**src/rtl/vu_level_driver.sv**
```systemverilog
// VU meter test top: 8N1 UART byte in, clamped bar level out as a WS2812 frame.
// Green/yellow/red bar segments, one frame per received level.
module vu_level_driver #(
    parameter int         CLKS_PER_BIT = 416,
    parameter int         NUM_LEDS     = 20,
    parameter int         GREEN_LEDS   = 12,
    parameter int         YELLOW_LEDS  = 4,
    parameter logic [7:0] BRIGHT       = 8'h10,
    parameter int         T_BIT        = 60,
    parameter int         T0H          = 19,
    parameter int         T1H          = 38,
    parameter int         T_RST        = 2400
) (
    input  logic i_clk,
    input  logic i_rst,
    input  logic i_rx,
    output logic o_npxl_data,
    output logic o_rdy
);

    localparam int LVL_W = $clog2(NUM_LEDS + 1);
    localparam int UC_W  = $clog2(CLKS_PER_BIT);
    localparam int DC_W  = $clog2((T_RST > T_BIT) ? T_RST : T_BIT);

    typedef enum logic [1:0] {RX_IDLE, RX_START, RX_DATA, RX_STOP} rx_state_t;
    typedef enum logic [1:0] {DRV_IDLE, DRV_SEND, DRV_LATCH} drv_state_t;

    logic             rx_meta, rx_sync;
    rx_state_t        rx_state;
    logic [UC_W-1:0]  rx_cnt;
    logic [2:0]       rx_bit;
    logic [7:0]       rx_shift;
    logic             rx_strobe;

    drv_state_t       drv_state;
    logic [DC_W-1:0]  drv_cnt;
    logic [LVL_W-1:0] level, frame_level, led_idx, clamped;
    logic [4:0]       bit_pos;
    logic             pending;
    logic [23:0]      cur_colour;
    logic             cur_bit, next_high, frame_start;

    // NOTE: sequential state uses non-blocking assignments only; blocking here would
    // make the second flop of the synchroniser collapse into the first.
    always_ff @(posedge i_clk or posedge i_rst) begin
        if (i_rst) begin
            rx_meta <= 1'b1;
            rx_sync <= 1'b1;
        end else begin
            rx_meta <= i_rx;
            rx_sync <= rx_meta;
        end
    end

    always_ff @(posedge i_clk or posedge i_rst) begin
        if (i_rst) begin
            rx_state  <= RX_IDLE;
            rx_cnt    <= '0;
            rx_bit    <= '0;
            rx_shift  <= '0;
            rx_strobe <= 1'b0;
        end else begin
            rx_strobe <= 1'b0;
            case (rx_state)
                RX_IDLE: begin
                    rx_cnt <= '0;
                    if (!rx_sync) rx_state <= RX_START;
                end
                RX_START: begin
                    if (rx_cnt == UC_W'(CLKS_PER_BIT / 2 - 1)) begin
                        rx_cnt   <= '0;
                        rx_bit   <= '0;
                        rx_state <= rx_sync ? RX_IDLE : RX_DATA;
                    end else begin
                        rx_cnt <= rx_cnt + 1'b1;
                    end
                end
                RX_DATA: begin
                    if (rx_cnt == UC_W'(CLKS_PER_BIT - 1)) begin
                        rx_cnt   <= '0;
                        rx_shift <= {rx_sync, rx_shift[7:1]};
                        rx_bit   <= rx_bit + 1'b1;
                        if (rx_bit == 3'd7) rx_state <= RX_STOP;
                    end else begin
                        rx_cnt <= rx_cnt + 1'b1;
                    end
                end
                RX_STOP: begin
                    if (rx_cnt == UC_W'(CLKS_PER_BIT - 1)) begin
                        rx_cnt    <= '0;
                        rx_strobe <= rx_sync;  // low stop bit drops the byte
                        rx_state  <= RX_IDLE;
                    end else begin
                        rx_cnt <= rx_cnt + 1'b1;
                    end
                end
                default: rx_state <= RX_IDLE;
            endcase
        end
    end

    function automatic logic [23:0] led_colour(input logic [LVL_W-1:0] idx,
                                               input logic [LVL_W-1:0] lvl);
        if (idx >= lvl)                                 return 24'h000000;
        else if (int'(idx) < GREEN_LEDS)                return {BRIGHT, 8'h00, 8'h00};
        else if (int'(idx) < GREEN_LEDS + YELLOW_LEDS)  return {BRIGHT, BRIGHT, 8'h00};
        else                                            return {8'h00, BRIGHT, 8'h00};
    endfunction

    always_comb begin
        clamped     = (rx_shift > 8'(NUM_LEDS)) ? LVL_W'(NUM_LEDS) : rx_shift[LVL_W-1:0];
        cur_colour  = led_colour(led_idx, frame_level);
        cur_bit     = cur_colour[bit_pos];
        next_high   = (int'(drv_cnt) + 1) < (cur_bit ? T1H : T0H);
        // A pending level starts a frame from IDLE or straight out of the latch gap.
        frame_start = pending && ((drv_state == DRV_IDLE) ||
                      (drv_state == DRV_LATCH && drv_cnt == DC_W'(T_RST - 1)));
    end

    always_ff @(posedge i_clk or posedge i_rst) begin
        if (i_rst) begin
            drv_state   <= DRV_IDLE;
            drv_cnt     <= '0;
            level       <= '0;
            frame_level <= '0;
            led_idx     <= '0;
            bit_pos     <= '0;
            pending     <= 1'b0;
            o_npxl_data <= 1'b0;
            o_rdy       <= 1'b1;
        end else begin
            if (rx_strobe) level <= clamped;
            if (rx_strobe)        pending <= 1'b1;
            else if (frame_start) pending <= 1'b0;

            if (frame_start) begin
                drv_state   <= DRV_SEND;
                frame_level <= level;
                led_idx     <= '0;
                bit_pos     <= 5'd23;
                drv_cnt     <= '0;
                o_npxl_data <= 1'b1;
                o_rdy       <= 1'b0;
            end else begin
                case (drv_state)
                    DRV_IDLE: o_rdy <= 1'b1;
                    DRV_SEND: begin
                        if (drv_cnt == DC_W'(T_BIT - 1)) begin
                            drv_cnt <= '0;
                            if (bit_pos != 5'd0) begin
                                bit_pos     <= bit_pos - 1'b1;
                                o_npxl_data <= 1'b1;
                            end else if (led_idx == LVL_W'(NUM_LEDS - 1)) begin
                                drv_state   <= DRV_LATCH;
                                o_npxl_data <= 1'b0;
                            end else begin
                                led_idx     <= led_idx + 1'b1;
                                bit_pos     <= 5'd23;
                                o_npxl_data <= 1'b1;
                            end
                        end else begin
                            drv_cnt     <= drv_cnt + 1'b1;
                            o_npxl_data <= next_high;
                        end
                    end
                    DRV_LATCH: begin
                        o_npxl_data <= 1'b0;
                        if (drv_cnt == DC_W'(T_RST - 1)) begin
                            drv_cnt   <= '0;
                            drv_state <= DRV_IDLE;
                            o_rdy     <= 1'b1;
                        end else begin
                            drv_cnt <= drv_cnt + 1'b1;
                        end
                    end
                    default: drv_state <= DRV_IDLE;
                endcase
            end
        end
    end

endmodule

```
**config.mk**
```make
export PLATFORM = sky130hd
export DESIGN_NAME = vu_level_driver
export DESIGN_NICKNAME = d
export VERILOG_FILES = /design/src/rtl/vu_level_driver.sv
export SDC_FILE = /design/constraint.sdc
export NUM_CORES = 1
export LEC_CHECK = 0
export CAP_MARGIN = 5
export CORE_ASPECT_RATIO = 1.4
export CORE_MARGIN = 8
export CORE_UTILIZATION = 40
export DETAILED_ROUTE_END_ITERATION = 12
export GPL_TIMING_DRIVEN = 1
export HOLD_SLACK_MARGIN = 0.12
export PLACE_DENSITY = 0.58
export SYNTH_ARGS = -nofsm -noshare
export SYNTH_HDL_FRONTEND = slang
export SYNTH_SLANG_ARGS = --single-unit
```
**constraint.sdc**
```tcl
create_clock -name i_clk -period 2.5 [get_ports i_clk]
set_input_delay 0.5 -clock i_clk [delete_from_list [all_inputs] [get_ports i_clk]]
set_output_delay 0.5 -clock i_clk [all_outputs]
set_load 0.01 [all_outputs]
```
==> impl_metrics.ini, run 1 <==
[grt]
track_usage_pct = 12.80
antenna_found_initial = 0
grt_pass1_vias = 2553
grt_pass1_wl_mm = 12.04
grt-ovfl-total = 0
grt_max_degree = 46

[clock_network]
cts_buffers = 9
htree_levels = 3
root_buffer = clkbuf_16
ctsHoldBuffers = 0
clock-sinks = 62
clock_latency_ps = 320
clk_path_buf_depth = 2
clkTransAtPathRegs_ps = 60
cts_tree = done

[sta]
setup_ws_ps = 92.73
fin_crit_sh_pct = 96.29
tightest_slew_ps = 694.4
finalCriticalPeriod_ps = 2407
fmax_ghz = 0.4154
slew-limit-headroom_pct = 53.71
setup_viol = 0
finalSetupTns_ps = 0
hold_violations = 0
slew_viol_final = 0
clock_skew_ps = 5.245

[critical_path]
timing.rr.end = o_npxl_data
cp.required_ps = 2730
crit-reg2reg-launch = led_idx[4]
start_kind = flop
path_class = flop to flop
crit_path_end_kind = flop
cp.arrival_ps = 2640
r2r_cells = 9
rrSetupSlack_ps = 90
path_max_fanout = 5

[floorplan]
die_y_um = 125.0
initial_core_util_pct = 40.40
die_w_um = 93.89
num_rows = 40
top_level_ports = 5
die-area_um2 = 11740
coreArea_um2 = 8408

[detailed_routing]
drt_iter0_drc = 125
drc_errors = 0
wirelength_mm = 6.973
routed_via_density = 5.476
vias = 2601
wl_per_cell_um = 14.68
first_pass_iters = 4
antenna_left = 0

[power]
vdd_drop_max_mv = 0.3369
power.leakage_nw = 1.718
total_power_mw = 2.198
power.density_nw_per_um2 = 557.9

[cells_and_area]
fill_cells = 799
regArea_um2 = 1555
final_core_util_pct = 46.86
final_common_cell = dfrtp_1
antenna_cells = 0
layout-drive-gt1-share_pct = 16.76
synthToLayoutAreaGrowth_pct = 15.99
multi_input_area_um2 = 1695
design_area_um2 = 3940
mostFrequentLayoutCells = 59 x dfrtp_1, 30 x nand2_1, 25 x nor2_1
nNetsFinal = 382

[synthesis]
yosysWarnings = 0
synth_edf_count = 0
ys_ff_latch = 62
async_flop_share_pct = 100.0
synth_nets = 368
syn_inst = 351
synth_area_leader_cell = dfrtp_1
synth_cell_type_count = 65
synth_area_leaders = dfrtp_1 43%, ha_1 5.2%, nand2_1 3.3%
avgSynthCellArea_um2 = 9.678
ys_seq_area_share_pct = 45.78
synthFlopType = dfrtp_1
syn-cell-area_um2 = 3397
synthDominantCellAreaShare_pct = 43.46

[placement]
post-dp-hpwl_mm = 4.933
dpl_cell_area_um2 = 3617
port_buffers = 4
place.gp.congestion = 0.7820
place_ws_ps = -86.66

[hold_path]
hp-class = flop to flop
hold_path.startpoint = rx_meta
min_path_cells = 0
whs_endpoint = rx_sync

[run_status]
run_status = finished clean

[run]
maxCapViolations = 0
==> worst max-delay path by stage <==
stage / slack [ps] / cells after the start / from / endpoint
after global routing: -30 / 9 / led_idx[4] / o_npxl_data
final: 90 / 9 / led_idx[4] / o_npxl_data
after detailed placement: -90 / 10 / led_idx[0] / o_npxl_data
after global placement: 6 / 8 / led_idx[4] / o_npxl_data
after floorplan: 180 / 8 / led_idx[4] / o_npxl_data
after CTS: 40 / 8 / led_idx[4] / o_npxl_data
==> metrics by stage <==
step | std cells | hold WS [ps]
floorplan | 351 | 345.2
global placement | 458 | 347.3
detailed placement | 458 | 347.2
CTS | 474 | 355.1
global route | 475 | 355.6
finish | 475 | 353.5
==> synthesized netlist by cell type (3+ instances only) <==
cell type,instances
ha_1,14
inv_1,23
nand3_1,19
xnor2_1,10
and3_1,8
nor2_1,25
clkbuf_1,11
nor3_1,8
nand4_1,8
mux2_2,9
o211ai_1,3
a31oi_1,6
xor2_1,9
dfstp_2,3
nor2b_1,3
dfrtp_1,59
nand2_1,30
nand2b_1,4
or3_1,3
nor4_1,3
o21ai_0,16
a21oi_1,20
==> final cells by class <==
class | instances | share of cell area, %
flip-flops and latches | 62 | 39.47
well taps | 105 | 3.334
multi-input cells | 249 | 43.03
clock inverters | 5 | 0.8574
repair buffers | 20 | 4.700
inverters | 23 | 2.191
clock buffers | 11 | 6.415
==> logic make-up (layout without fill, tap and decap cells) <==
group                      Yosys count  after routing  synth area share, %
buffers and inverters               40             59                5.156
xor gates and xnor gates            19             19                4.899
muxes                               10             10                3.278
AOI/OAI and AO/OA                   75             75                14.77
and+or+nand+nor                    131            131                20.96
adders and majority gates           14             14                5.157
DFF                                 62             62                45.78
==> what timing repair did <==
item	in CTS	in global routing
setup endpoints to repair	1	1
pin swaps	0	1
buffers inserted	0	1
gates resized for setup	1	6
==> state kept, by name, indices dropped and copies added, names as in the netlist, 2 cells and up, named ones only <==
register,cells
rx_shift,8
frame_level,5
led_idx,5
level,5
drv_state,2
rx_cnt,9
bit_pos,5
drv_cnt,12
rx_bit,3
==> report_power, final <==
part / internal [mW] / total (mW) / switching (mW)
registers: 1.01 / 1.01 / 0.00111
clock network: 0.722 / 1.16 / 0.441
logic: 0.00610 / 0.0267 / 0.0206
==> worst max-delay path, stage by stage (launching register included) <==
cell      delay (ps)
dfrtp_1          410
ha_1             180
or4b_2           620
a21oi_2          180
o311ai_4         150
inv_1             90
ha_1             230
o21ai_1          130
o21ai_0           90
o31ai_1          220
==> routing by layer <==
metal  share of wire (%)  global-route usage [%]  up-vias
met5                   0                       0        -
li1                    -                       -     1285
met4                 2.8                   6.748        0
met2                  50                   21.08       39
met1                  44                   14.81     1264
met3                 3.2                   3.054       13
Note: power is estimated with default switching activity, not from simulation.
==> run 2, diff against run 1 <==
--- a/config.mk
+++ b/config.mk
@@ -6,4 +6,5 @@
 export NUM_CORES = 1
 export LEC_CHECK = 0
+export ABC_AREA = 1
 export CAP_MARGIN = 5
 export CORE_ASPECT_RATIO = 1.4
@@ -12,5 +13,5 @@
 export DETAILED_ROUTE_END_ITERATION = 12
 export GPL_TIMING_DRIVEN = 1
-export HOLD_SLACK_MARGIN = 0.12
+export HOLD_SLACK_MARGIN = 0.08
 export PLACE_DENSITY = 0.58
 export SYNTH_ARGS = -nofsm -noshare
==> constraint.sdc (replaced) <==
create_clock -name i_clk -period 2.5 [get_ports i_clk]
set_input_delay 0.25 -clock i_clk [delete_from_list [all_inputs] [get_ports i_clk]]
set_output_delay 0.25 -clock i_clk [all_outputs]
set_load 0.01 [all_outputs]
==> run 2 against run 1 <==
Design area is 0.35% higher. Combinational power is 6% higher. Via count is 13% higher. First-iteration DRC count is 23% higher. Critical path depth is 9 higher. Sequential share of layout area is 0.14 points lower.
==> impl_metrics.ini, run 2 <==
[clock_network]
cts_resized = 0
cts_buffers = 9
htree_levels = 3
cts_setup_buffers = 0
root_buffer = clkbuf_16
ctsHoldBuffers = 0
cts_tree = done
clk_path_buf_depth = 2
clock_latency_ps = 330
clkTransAtPathRegs_ps = 60
clock-sinks = 62

[cells_and_area]
mostFrequentLayoutCells = 117 x nand2_1, 69 x inv_1, 59 x dfrtp_1
layout-drive-gt1-share_pct = 8.386
largest_register_ff_count = 12
reg.largest.list = drv_cnt (12), rx_cnt (9), rx_shift (8)
final_common_cell = nand2_1
regArea_um2 = 1555
fill_cells = 854
synthToLayoutAreaGrowth_pct = 14.16
multi_input_area_um2 = 1608
nNetsFinal = 489
top_register = drv_cnt
antenna_cells = 0

[power]
p_switching_uw = 463.6
power_frac_clock_pct = 52.9
power_frac_seq_pct = 45.8
internal_power_mw = 1.738
vdd_drop_max_mv = 0.3840
power.density_nw_per_um2 = 556.8
combPwrFrac_pct = 1.3
power.leakage_nw = 2.019
sw_frac_of_total_pct = 21.06

[sta]
fmax_ghz = 0.4709
setup_viol = 0
slew-limit-headroom_pct = 63.19
finalSetupTns_ps = 0
fin_crit_sh_pct = 84.94
tightest_slew_ps = 551.3
hold_violations = 0
finalCriticalPeriod_ps = 2124
rsz0062_at_grt = false
setup_ws_ps = 376.4
clock_skew_ps = 8.159
slew_viol_final = 0

[synthesis]
syn_inst = 455
synthSimpleGateAreaFrac_pct = 28.87
synth_nets = 472
synth_area_leaders = dfrtp_1 43%, nand2_1 13%, inv_1 7.6%
async_flop_share_pct = 100.0
avgSynthCellArea_um2 = 7.612
ys_seq_area_share_pct = 44.91
synth_cell_type_count = 36
muxShareOfSynthArea_pct = 0.3251
synth_top_family_by_area = simple AND/OR/NAND/NOR gates
ys_ff_latch = 62
synth_area_leader_cell = dfrtp_1
synth_fa_ha_area_share_pct = 5.058
synth_xor_area_share_pct = 2.023
synthTopCellsByCount = 117 x nand2_1, 70 x inv_1, 59 x dfrtp_1
synth_edf_count = 0
yosysMostFrequentCell = nand2_1
syn-cell-area_um2 = 3463
synthDominantCellAreaShare_pct = 42.63
synth_compound_area_share_pct = 10.15
synthFlopType = dfrtp_1
yosysWarnings = 0

[grt]
antenna_found_initial = 0
track_usage_pct = 14.46
grt_pass1_wl_mm = 13.61
grt_pass1_vias = 2993
grt_max_degree = 28
grt-ovfl-total = 0

[critical_path]
cp.arrival_ps = 2350
start_kind = flop
path_max_fanout = 6
cp.required_ps = 2720
path_class = flop to flop
crit_path_end_kind = flop

[detailed_routing]
vias = 2952
wirelength_mm = 7.592
antenna_left = 0
routed_via_density = 5.072
wl_per_cell_um = 13.04
first_pass_iters = 4
drc_errors = 0
drt_iter0_drc = 154

[hold_path]
hp-class = input port to async pin

[floorplan]
initial_core_util_pct = 40.71
die_w_um = 94.64
num_rows = 40
die-area_um2 = 11930
die_y_um = 126.1
coreArea_um2 = 8508
top_level_ports = 5

[placement]
place.gp.congestion = 0.8549
port_buffers = 4
place_ws_ps = 384.3
post-dp-hpwl_mm = 5.541

[run_status]
run_status = finished clean

[run]
maxCapViolations = 0
[run 2: power groups by stage]
stage                     Sequential (mW)  Clock, mW  Combinational [mW]
after floorplan                      1.03          0              0.0152
after global placement               1.03          0              0.0301
after detailed placement             1.03          0              0.0306
after CTS                            1.01       1.20              0.0304
after global routing                 1.01       1.24              0.0339
final                                1.01       1.16              0.0282
[run 2: through the flow]
stage	power (mW)	hold slack (ps)	cell area [um2]	utilization, %	cells
after detailed placement	1.056	349.3	3674	43.18	566
after global placement	1.055	346.5	3674	43.18	566
after floorplan	1.040	254.5	3463	-	455
final	2.201	289.5	3954	46.47	582
after CTS	2.241	305.4	3954	46.47	582
after global routing	2.282	311.9	3954	46.47	582
[run 2: kinds of logic (layout without fill, tap and decap cells)]
kind of cell | after synthesis | after routing
simple gates | 228 | 228
flops | 62 | 62
compound gates | 65 | 65
fa+ha+maj | 14 | 14
buf+inv | 77 | 99
mux | 1 | 1
xor+xnor | 8 | 8
[run 2: final cells by class]
cell class	count	area share [%]
clock buffer	13	6.582
clock inverter	3	0.5063
timing repair buffer	12	2.848
sequential	62	39.34
tap	105	3.323
multi-input combinational	316	40.66
inverter	71	6.741
[run 2: worst paths after layout]
check	startpoint	to	slack, ps	depth (start not counted)
max	led_idx[2]	o_npxl_data	380	18
min	i_rst	drv_cnt[6]	290	2
max reg2reg	led_idx[2]	o_npxl_data	380	18
min reg2reg	rx_meta	rx_sync	360	0
max in group asynchronous	i_rst	rx_sync	1560	3
min in group i_clk	i_rx	rx_meta	330	1
[run 2: worst max-delay path, stage by stage, from the launching register on]
cell     delay [ps]
dfrtp_1         430
ha_1            310
nand2_1          50
inv_1            50
nand2_1          40
nand2_1          50
nand2_1          50
nand3_1         160
inv_1            60
ha_1            290
nand2_1          80
nor2_1           90
nand2_1          60
nand2_1          50
nand2_1          40
nand2_1          50
nand2_1          40
nand2_1          60
nand2_1          50
[run 2: per-layer routing]
| metal | GRT usage, % | up-vias | part of all wire [%] |
|---|---|---|---|
| li1 | - | 1504 | - |
| met1 | 15.96 | 1372 | 44 |
| met2 | 23.73 | 51 | 49 |
| met3 | 4.400 | 25 | 3.7 |
| met4 | 8.303 | 0 | 3.5 |
| met5 | 0 | - | 0 |
